`config.mk`:
```
export PLATFORM = sky130hd
export DESIGN_NAME = spart_rx
export DESIGN_NICKNAME = d
export VERILOG_FILES = /design/src/rtl/spart_rx_pkg.sv /design/src/rtl/spart_rx_sync2.sv /design/src/rtl/spart_rx.sv
export SDC_FILE = /design/constraint.sdc
export NUM_CORES = 1
export LEC_CHECK = 0
export ABC_AREA = 1
export BUFFER_PORTS_ARGS = -buffer_cell sky130_fd_sc_hd__buf_2
export CAP_MARGIN = 20
export CORE_AREA = 2 2 54 61
export CTS_CLUSTER_DIAMETER = 100
export DETAILED_ROUTE_END_ITERATION = 10
export DIE_AREA = 0 0 56 63
export MAX_ROUTING_LAYER = met4
export PLACE_DENSITY = 0.65
export SLEW_MARGIN = 20
export SYNTH_ARGS = -nofsm -noshare
export SYNTH_HDL_FRONTEND = slang
export SYNTH_SLANG_ARGS = --single-unit
```
`constraint.sdc`:
```
create_clock -name clk -period 1.6 [get_ports clk]
set_clock_uncertainty 0.15 [all_clocks]
set_input_delay 0.24 -clock clk [delete_from_list [all_inputs] [get_ports clk]]
set_output_delay 0.24 -clock clk [all_outputs]
set_load 0.03 [all_outputs]
```
`src/rtl/spart_rx_pkg.sv`:
```
// SPART receive-side shared definitions.
// Holds the receiver FSM state encoding, the default frame geometry
// (data bits per frame, oversample ticks per bit) and the tick index
// at which the start bit is re-checked at mid-bit.
package spart_rx_pkg;

  localparam int DATA_BITS_DEF  = 8;
  localparam int OVERSAMPLE_DEF = 16;

  // The start bit is re-checked on the 8th tick after the falling edge,
  // i.e. when the tick counter (cleared on detection) reads 7.
  localparam int MID_TICK = 7;

  typedef enum logic [1:0] {
    ST_IDLE  = 2'd0,
    ST_START = 2'd1,
    ST_DATA  = 2'd2,
    ST_STOP  = 2'd3
  } rx_state_t;

endpackage

```
`src/rtl/spart_rx_sync2.sv`:
```
// sync2: two-flop synchronizer for a single asynchronous input.
// Both flops reset to RST_VAL so an idle-high serial line looks idle
// immediately after reset.
// Ports:
//   clk  - destination clock
//   rst  - asynchronous active-high reset
//   i_d  - asynchronous input
//   o_q  - synchronized output (two clk of latency)
module sync2 #(
  parameter logic RST_VAL = 1'b1
) (
  input  logic clk,
  input  logic rst,
  input  logic i_d,
  output logic o_q
);

  logic r_meta;
  logic r_sync;

  always_ff @(posedge clk or posedge rst) begin
    if (rst) begin
      r_meta <= RST_VAL;
      r_sync <= RST_VAL;
    end else begin
      r_meta <= i_d;
      r_sync <= r_meta;
    end
  end

  assign o_q = r_sync;

endmodule

```
`src/rtl/spart_rx.sv`:
```
// spart_rx: 8N1 serial receiver driven by an external oversample tick.
// The line is synchronized, a falling edge starts a frame, the start bit
// is re-checked at mid-bit to reject glitches, data bits are shifted in
// LSB-first once per bit period, and the stop bit sample loads the
// receive buffer and updates the status flags.
// Ports:
//   clk         - system clock, rising edge
//   rst         - asynchronous active-high reset
//   rx_enable   - one-clk oversample tick (OVERSAMPLE ticks per bit)
//   rxd         - asynchronous serial input, idle high
//   rd_ack      - one-clk pulse, host has read the receive buffer
//   rx_data     - last received byte
//   rda         - receive data available
//   framing_err - last frame's stop bit sampled 0 (held until next frame)
//   overrun     - a byte completed while rda was still set
module spart_rx
  import spart_rx_pkg::*;
#(
  parameter int DATA_BITS  = DATA_BITS_DEF,
  parameter int OVERSAMPLE = OVERSAMPLE_DEF
) (
  input  logic                 clk,
  input  logic                 rst,
  input  logic                 rx_enable,
  input  logic                 rxd,
  input  logic                 rd_ack,
  output logic [DATA_BITS-1:0] rx_data,
  output logic                 rda,
  output logic                 framing_err,
  output logic                 overrun
);

  localparam int TW = $clog2(OVERSAMPLE);
  localparam int BW = $clog2(DATA_BITS);

  localparam logic [TW-1:0] TICK_MID  = TW'(MID_TICK);
  localparam logic [TW-1:0] TICK_LAST = TW'(OVERSAMPLE - 1);
  localparam logic [BW-1:0] BIT_LAST  = BW'(DATA_BITS - 1);

  logic                 w_rxs;
  rx_state_t            r_state;
  rx_state_t            w_state_nxt;
  logic [TW-1:0]        r_tick;
  logic [BW-1:0]        r_bit;
  logic [DATA_BITS-1:0] r_shift;
  logic [DATA_BITS-1:0] r_rx_data;
  logic                 r_rda;
  logic                 r_framing_err;
  logic                 r_overrun;

  logic                 w_tick_clr;
  logic                 w_tick_inc;
  logic                 w_bit_clr;
  logic                 w_shift_en;
  logic                 w_stop_smp;

  sync2 #(.RST_VAL(1'b1)) u_sync_rxd (
    .clk (clk),
    .rst (rst),
    .i_d (rxd),
    .o_q (w_rxs)
  );

  always_ff @(posedge clk or posedge rst) begin
    if (rst) r_state <= ST_IDLE;
    else     r_state <= w_state_nxt;
  end

  // All FSM activity is gated by the oversample tick; between ticks
  // every counter and the state simply hold.
  always_comb begin
    w_state_nxt = r_state;
    w_tick_clr  = 1'b0;
    w_tick_inc  = 1'b0;
    w_bit_clr   = 1'b0;
    w_shift_en  = 1'b0;
    w_stop_smp  = 1'b0;
    if (rx_enable) begin
      unique case (r_state)
        ST_IDLE: begin
          if (!w_rxs) begin
            w_state_nxt = ST_START;
            w_tick_clr  = 1'b1;
          end
        end
        ST_START: begin
          if (r_tick == TICK_MID) begin
            // A line that is high again at mid-bit was only a glitch.
            w_tick_clr  = 1'b1;
            w_bit_clr   = 1'b1;
            w_state_nxt = w_rxs ? ST_IDLE : ST_DATA;
          end else begin
            w_tick_inc = 1'b1;
          end
        end
        ST_DATA: begin
          if (r_tick == TICK_LAST) begin
            w_tick_clr = 1'b1;
            w_shift_en = 1'b1;
            if (r_bit == BIT_LAST) w_state_nxt = ST_STOP;
          end else begin
            w_tick_inc = 1'b1;
          end
        end
        ST_STOP: begin
          if (r_tick == TICK_LAST) begin
            w_tick_clr  = 1'b1;
            w_stop_smp  = 1'b1;
            w_state_nxt = ST_IDLE;
          end else begin
            w_tick_inc = 1'b1;
          end
        end
        default: w_state_nxt = ST_IDLE;
      endcase
    end
  end

  always_ff @(posedge clk or posedge rst) begin
    if (rst) begin
      r_tick  <= '0;
      r_bit   <= '0;
      r_shift <= '0;
    end else begin
      if (w_tick_clr)      r_tick <= '0;
      else if (w_tick_inc) r_tick <= r_tick + TW'(1);

      if (w_bit_clr)       r_bit <= '0;
      else if (w_shift_en) r_bit <= r_bit + BW'(1);

      // LSB arrives first, so shift in from the top.
      if (w_shift_en) r_shift <= {w_rxs, r_shift[DATA_BITS-1:1]};
    end
  end

  // A stop sample always delivers its byte, even when the host acks in
  // the same cycle: the new byte wins and overrun is left untouched.
  always_ff @(posedge clk or posedge rst) begin
    if (rst) begin
      r_rx_data     <= '0;
      r_rda         <= 1'b0;
      r_framing_err <= 1'b0;
      r_overrun     <= 1'b0;
    end else if (w_stop_smp) begin
      r_rx_data     <= r_shift;
      r_rda         <= 1'b1;
      r_framing_err <= ~w_rxs;
      if (r_rda && !rd_ack) r_overrun <= 1'b1;
    end else if (rd_ack && r_rda) begin
      r_rda     <= 1'b0;
      r_overrun <= 1'b0;
    end
  end

  assign rx_data     = r_rx_data;
  assign rda         = r_rda;
  assign framing_err = r_framing_err;
  assign overrun     = r_overrun;

endmodule

```
* Word level (Yosys, flattened, before mapping)
Index checks and enable logic that the tools add are counted.
** Word-level totals
- Bits in registers :: 30
- Output and inout port bits :: 11
- Logic and storage cells :: 65
** Operators by class
- Add/sub/neg operators :: 2
- Eq/ne operators :: 12
- Mux-type cells :: 30
- Bitwise logic cells :: 1
- Reductions and logical operators :: 10
** Operators by type and width (number)
- $mux 1 :: 17
- $mux 2 :: 6
- $ne 2x2->1 const B :: 5
- $mux 4 :: 2
- $pmux 2 s4 :: 1
- $mux 3 :: 2
- $reduce_and 6->1 :: 1
- $reduce_bool 2->1 :: 3
- $add 4x1->4 const B :: 1
- $eq 2x2->1 const B :: 2
- $eq 4x3->1 const B :: 1
- $eq 4x4->1 const B :: 1
- $add 3x1->3 const B :: 1
- $eq 3x3->1 const B :: 1
- $pmux 1 s3 :: 1
- $eq 2x1->1 const B :: 1
- $logic_and 1x1->1 :: 2
- $logic_not 2->1 :: 1
- $ne 2x1->1 const B :: 1
- $pmux 1 s2 :: 1
- $reduce_and 2->1 :: 1
- $reduce_or 2->1 :: 1
- $logic_not 1->1 :: 1
- $not 1->1 :: 1

* Logic depth before layout (Yosys ltp)
- Depth after elaboration :: 6
- Depth in mapped cells :: 8
- Gate-level depth less buffers :: 8

* Modules after synthesis
From an unflattened synthesis, not the netlist that was laid out.
** Second synthesis, totals
- Cells, all modules :: 150
- Area total of the unflattened synthesis :: 1422.6 sq um
** By module, submodules not included
- spart_rx :: times used 1, cells each 147, area each 1366.3 sq um, seq. area each 700.7 sq um
- sync2 :: times used 1, cells each 3, area each 56.3 sq um, seq. area each 52.6 sq um

* Least setup slack after synthesis
Ideal clock, no wire load.
- Path type :: reg2reg
- Start :: register r_tick[0]
- End :: register r_shift[7]
- Library setup time :: 0.126 ns
- Data arrival time :: 1.204 ns
- Required time :: 1.324 ns
- Setup slack :: 0.120 ns
- Stages on the path, launching flop included :: 6
- Buffers on the path :: 1
- Clock period less this slack :: 1.480 ns
- Cell sequence :: dfrtp_1 -> ha_1 -> nand3_2 -> nor3_4 -> buf_6 -> o21ai_0
** Between the ends
- Cells in the longest elaborated chain, start to end :: 4
** Ends and longest elaborated chain
- start: declaration :: RTL line spart_rx.sv:43 : logic [TW-1:0] r_tick;
- start signal: assignment :: RTL line spart_rx.sv:126 : else if (w_tick_inc) r_tick <= r_tick + TW'(1);
- $eq 4x4->1 :: RTL line spart_rx.sv:97 : if (r_tick == TICK_LAST) begin
- $mux 1 :: RTL line spart_rx.sv:97
- $mux 1 :: RTL line spart_rx.sv:79 : unique case (r_state)
- $mux 1 :: RTL line spart_rx.sv:78 : if (rx_enable) begin
- end signal: assignment :: RTL line spart_rx.sv:132 : if (w_shift_en) r_shift <= {w_rxs, r_shift[DATA_BITS-1:1]};
- end: declaration :: RTL line spart_rx.sv:45 : logic [DATA_BITS-1:0] r_shift;
No other way between the ends.
A chain may end at the register's enable or synchronous reset.

* Final worst setup path
- Start :: register r_tick[1]
- End :: register r_rx_data[1] (netlist: rx_data[1])
** Between the ends
- Cells in the longest elaborated chain, start to end :: 4
** Ends and longest elaborated chain
- $eq 4x4->1 :: RTL line spart_rx.sv:106 : if (r_tick == TICK_LAST) begin
- $mux 1 :: RTL line spart_rx.sv:106
- $mux 1 :: RTL line spart_rx.sv:79
- $mux 1 :: RTL line spart_rx.sv:78
- end signal: assignment :: RTL line spart_rx.sv:145 : r_rx_data <= r_shift;
- end: declaration :: RTL line spart_rx.sv:46 : logic [DATA_BITS-1:0] r_rx_data;
No other way between the ends.

==> results_dict.tcl <==
set metrics [dict create \
    start_util 0.4303 \
    cts_max_path_buffers 2 \
    wl_um 2508 \
    setup_viol 0 \
    r2r-end "rx_data[1]$_DFFE_PP0P_" \
    synth_top_area_share 0.5534 \
    vias 982 \
    grt_pass1_wl_um 4146 \
    track_usage 0.1551 \
    synth.yosys.seq_area_share 0.5949 \
    holdWs_ps 60.57 \
    synth-seq-cells 30 \
    netlist_instances 137 \
    worstPathCellList "ha_4 -> nand3_4 -> inv_2 -> nand4_1 -> buf_6 -> clkbuf_16 -> nand2_1 -> o21ai_0" \
    switching_share 0.3008 \
    slew_violations 0 \
    post-place-ws_ps 3.510 \
    worstSetupEndpointType "flip-flop" \
    utilization 0.5370 \
    synth.area.top_cells "dfrtp_1, nand2_1, o21ai_0" \
    synth_top_area_cell "dfrtp_1" \
    synthToLayoutAreaGrowth_pct 24.80 \
    port_buffers 15 \
    min_period_ps 1582 \
    grt_pass1_vias 940 \
    antenna_left 0 \
    dr.pass1.iters 4 \
    cts_inserted_buffers 5 \
    die_width_um 56 \
    overflow 0 \
    p_int_w 0.001171 \
    wl_per_cell_um 12.42 \
    yosysWarnings 0 \
    drive_above_1_share 0.2381 \
    clock_sinks 30 \
    setup_tns_ps 0 \
    slowest_stage "dfrtp_1" \
    cp_data_arrival_time_ps 1640 \
    design.final.nets 175 \
    path_max_fanout 5 \
    dr.first_iter.drc_count 51 \
    max_stage_delay_ps 440 \
    p_clk_frac 0.280 \
    r2r_cells 8 \
    cts.clk_slew.worst_paths_ps 100 \
    h-tree-depth 2 \
    seqPwrFrac 0.551 \
    leakagePower_nw 0.8191 \
    min_to "r_tick[1]$_DFFE_PP0P_" \
    synthesis.area_sq_um 1266 \
    worstSetupPathType "flip-flop to flip-flop" \
    cts-root-buf "clkbuf_4" \
    diodes 0 \
    via_per_inst 4.861 \
    syn_area_per_cell_sq_um 9.242 \
    ys_types 21 \
    synthesis.nets 145 \
    final_cell_count_no_fill 202 \
    grt_max_degree 31 \
    hold_viol 0 \
    run_status "finished, final reports clean" \
    antenna_found_initial 0 \
    hpwl_um 1652 \
    critPathTopFamily "flip-flops" \
    setup_ws_ps 18.41 \
    ios 16 \
    gp_congestion 0.8177 \
    max_freq_mhz 632.3 \
    power_switching_w 0.0005039 \
    drc 0 \
    period_share 0.9885 \
    row_count 21 \
    powerDensity_nw_per_um2 1060 \
    min_path_cells 3 \
    dieArea_sq_um 3528 \
    cp_num_buf_inv 3 \
    slew_headroom 0.7542 \
    tightestPinTransition_ps 368.7 \
    hold_class "input pin to flip-flop" \
    die_y_um 63 \
    pwr-share-comb 0.169 \
    startpoint_type "flip-flop" \
    hp-start "rx_enable" \
    clk_latency_ps 320 \
    ir_drop_mv 0.7678 \
    core-area_sq_um 2943 \
    drv_cap 0 \
    cp_data_required_time_ps 1660 \
    rr_startpoint "r_tick[1]$_DFFE_PP0P_" \
    cts_tree "yes" \
    fill_cells 278 \
    dpl.cell_count 187 \
    rrSetupSlack_ps 20 \
]
power groups by stage:
stage,logic [W],registers (W),clock network [W]
finish,0.000284,0.000922,0.000469
global route,0.000332,0.000933,0.000514
CTS,0.000243,0.000906,0.000477
detailed placement,0.000233,0.000921,0
global placement,0.000218,0.000918,0
floorplan,0.000180,0.000903,0
placed cells by master (no fill, tap or decap):
cell           count
clkbuf_8           1
clkbuf_4           5
inv_1             15
clkbuf_1           1
buf_6              3
nand2_1           39
o21ai_1            4
inv_2              2
dfstp_2            2
ha_4               1
buf_12             1
xnor2_1            1
o21ai_0           18
nand3_2            1
dfrtp_1           28
nor3_4             1
xor2_1             1
nor2_1             6
buf_2             15
clkbuf_16          1
buf_4              3
nand3_1            8
ha_1               2
nand3_4            1
a21oi_1            1
dlygate4sd3_1      3
or2_2              1
clkinv_2           1
nand2_2            1
nand4_1            1
registers in the layout, indices dropped and copies added, names as in the netlist, 3 cells and up, named ones only:
name     cells
r_bit        3
r_shift      8
r_tick       4
rx_data      8
tightest hold or removal path: stages:
cell     delay [ps]
buf_2           140
nand3_1          80
nand2_1          50
kinds of logic after synthesis:
kind of cell | after synthesis | synth area share
flops | 30 | 0.5949
xor+xnor | 2 | 0.01384
buf+inv | 20 | 0.06620
fa+ha+maj | 3 | 0.02965
simple gates | 59 | 0.2046
compound gates | 23 | 0.09090
Yosys cell counts:
library cell,number
nand2_1,39
dfrtp_1,28
o21ai_0,21
inv_1,16
nand3_1,9
nor2_1,6
ha_1,3
dfstp_2,2
a21oi_1,1
buf_2,1
buf_6,1
clkbuf_1,1
inv_2,1
nand2_2,1
nand3_2,1
nand4_1,1
nor3_4,1
o21ai_1,1
or2_2,1
xnor2_1,1
xor2_1,1
what timing repair did:
item / 4_1_cts / 5_1_grt
resized for setup: 2 / 8
hold endpoints to repair: 30 / 0
hold buffers: 3 / 0
buffers inserted: 0 / 2
endpoints found under the setup margin: 1 / 17
gates cloned: 0 / 2
pin swaps: 0 / 1
worst max-delay path by stage:
stage | slack, ps | start | endpoint | cells after the start
3_5_place_dp | 4 | r_tick[0]$_DFFE_PP0P_ | rx_data[3]$_DFFE_PP0P_ | 6
3_3_place_gp | 110 | r_tick[1]$_DFFE_PP0P_ | r_shift[3]$_DFFE_PP0P_ | 5
6_report | 20 | r_tick[1]$_DFFE_PP0P_ | rx_data[1]$_DFFE_PP0P_ | 8
5_1_grt | -30 | r_tick[1]$_DFFE_PP0P_ | rx_data[4]$_DFFE_PP0P_ | 8
4_1_cts | 40 | r_tick[0]$_DFFE_PP0P_ | rx_data[6]$_DFFE_PP0P_ | 7
2_1_floorplan | 120 | r_tick[0]$_DFFE_PP0P_ | r_shift[7]$_DFFE_PP0P_ | 5
final cells by class:
| type | instances | area, sq um | area share |
|---|---|---|---|
| multi-input cells | 87 | 454.2 | 0.2874 |
| clock inverters | 1 | 5.005 | 0.003167 |
| inverters | 17 | 63.81 | 0.04038 |
| clock buffers | 7 | 55.05 | 0.03484 |
| repair buffers | 26 | 206.4 | 0.1306 |
| flip-flops and latches | 30 | 753.2 | 0.4766 |
| well taps | 34 | 42.54 | 0.02692 |
layer usage:
layer	share of wire	wire [um]	vias to the layer above	global-route usage
li1	-	-	495	-
met1	0.46	1151	467	0.1909
met2	0.50	1249	18	0.2456
met3	0.038	96	2	0.04348
met4	0.0040	10	0	0.05357
met5	0	0	-	-
through the flow:
stage / cell area, sq um / total power [W]
after CTS: 1499 / 0.001627
final: 1580 / 0.001675
after global routing: 1580 / 0.001779
after floorplan: 1266 / 0.001084
after global placement: 1406 / 0.001136
after detailed placement: 1406 / 0.001154
Power figures use the tool's default switching activity.
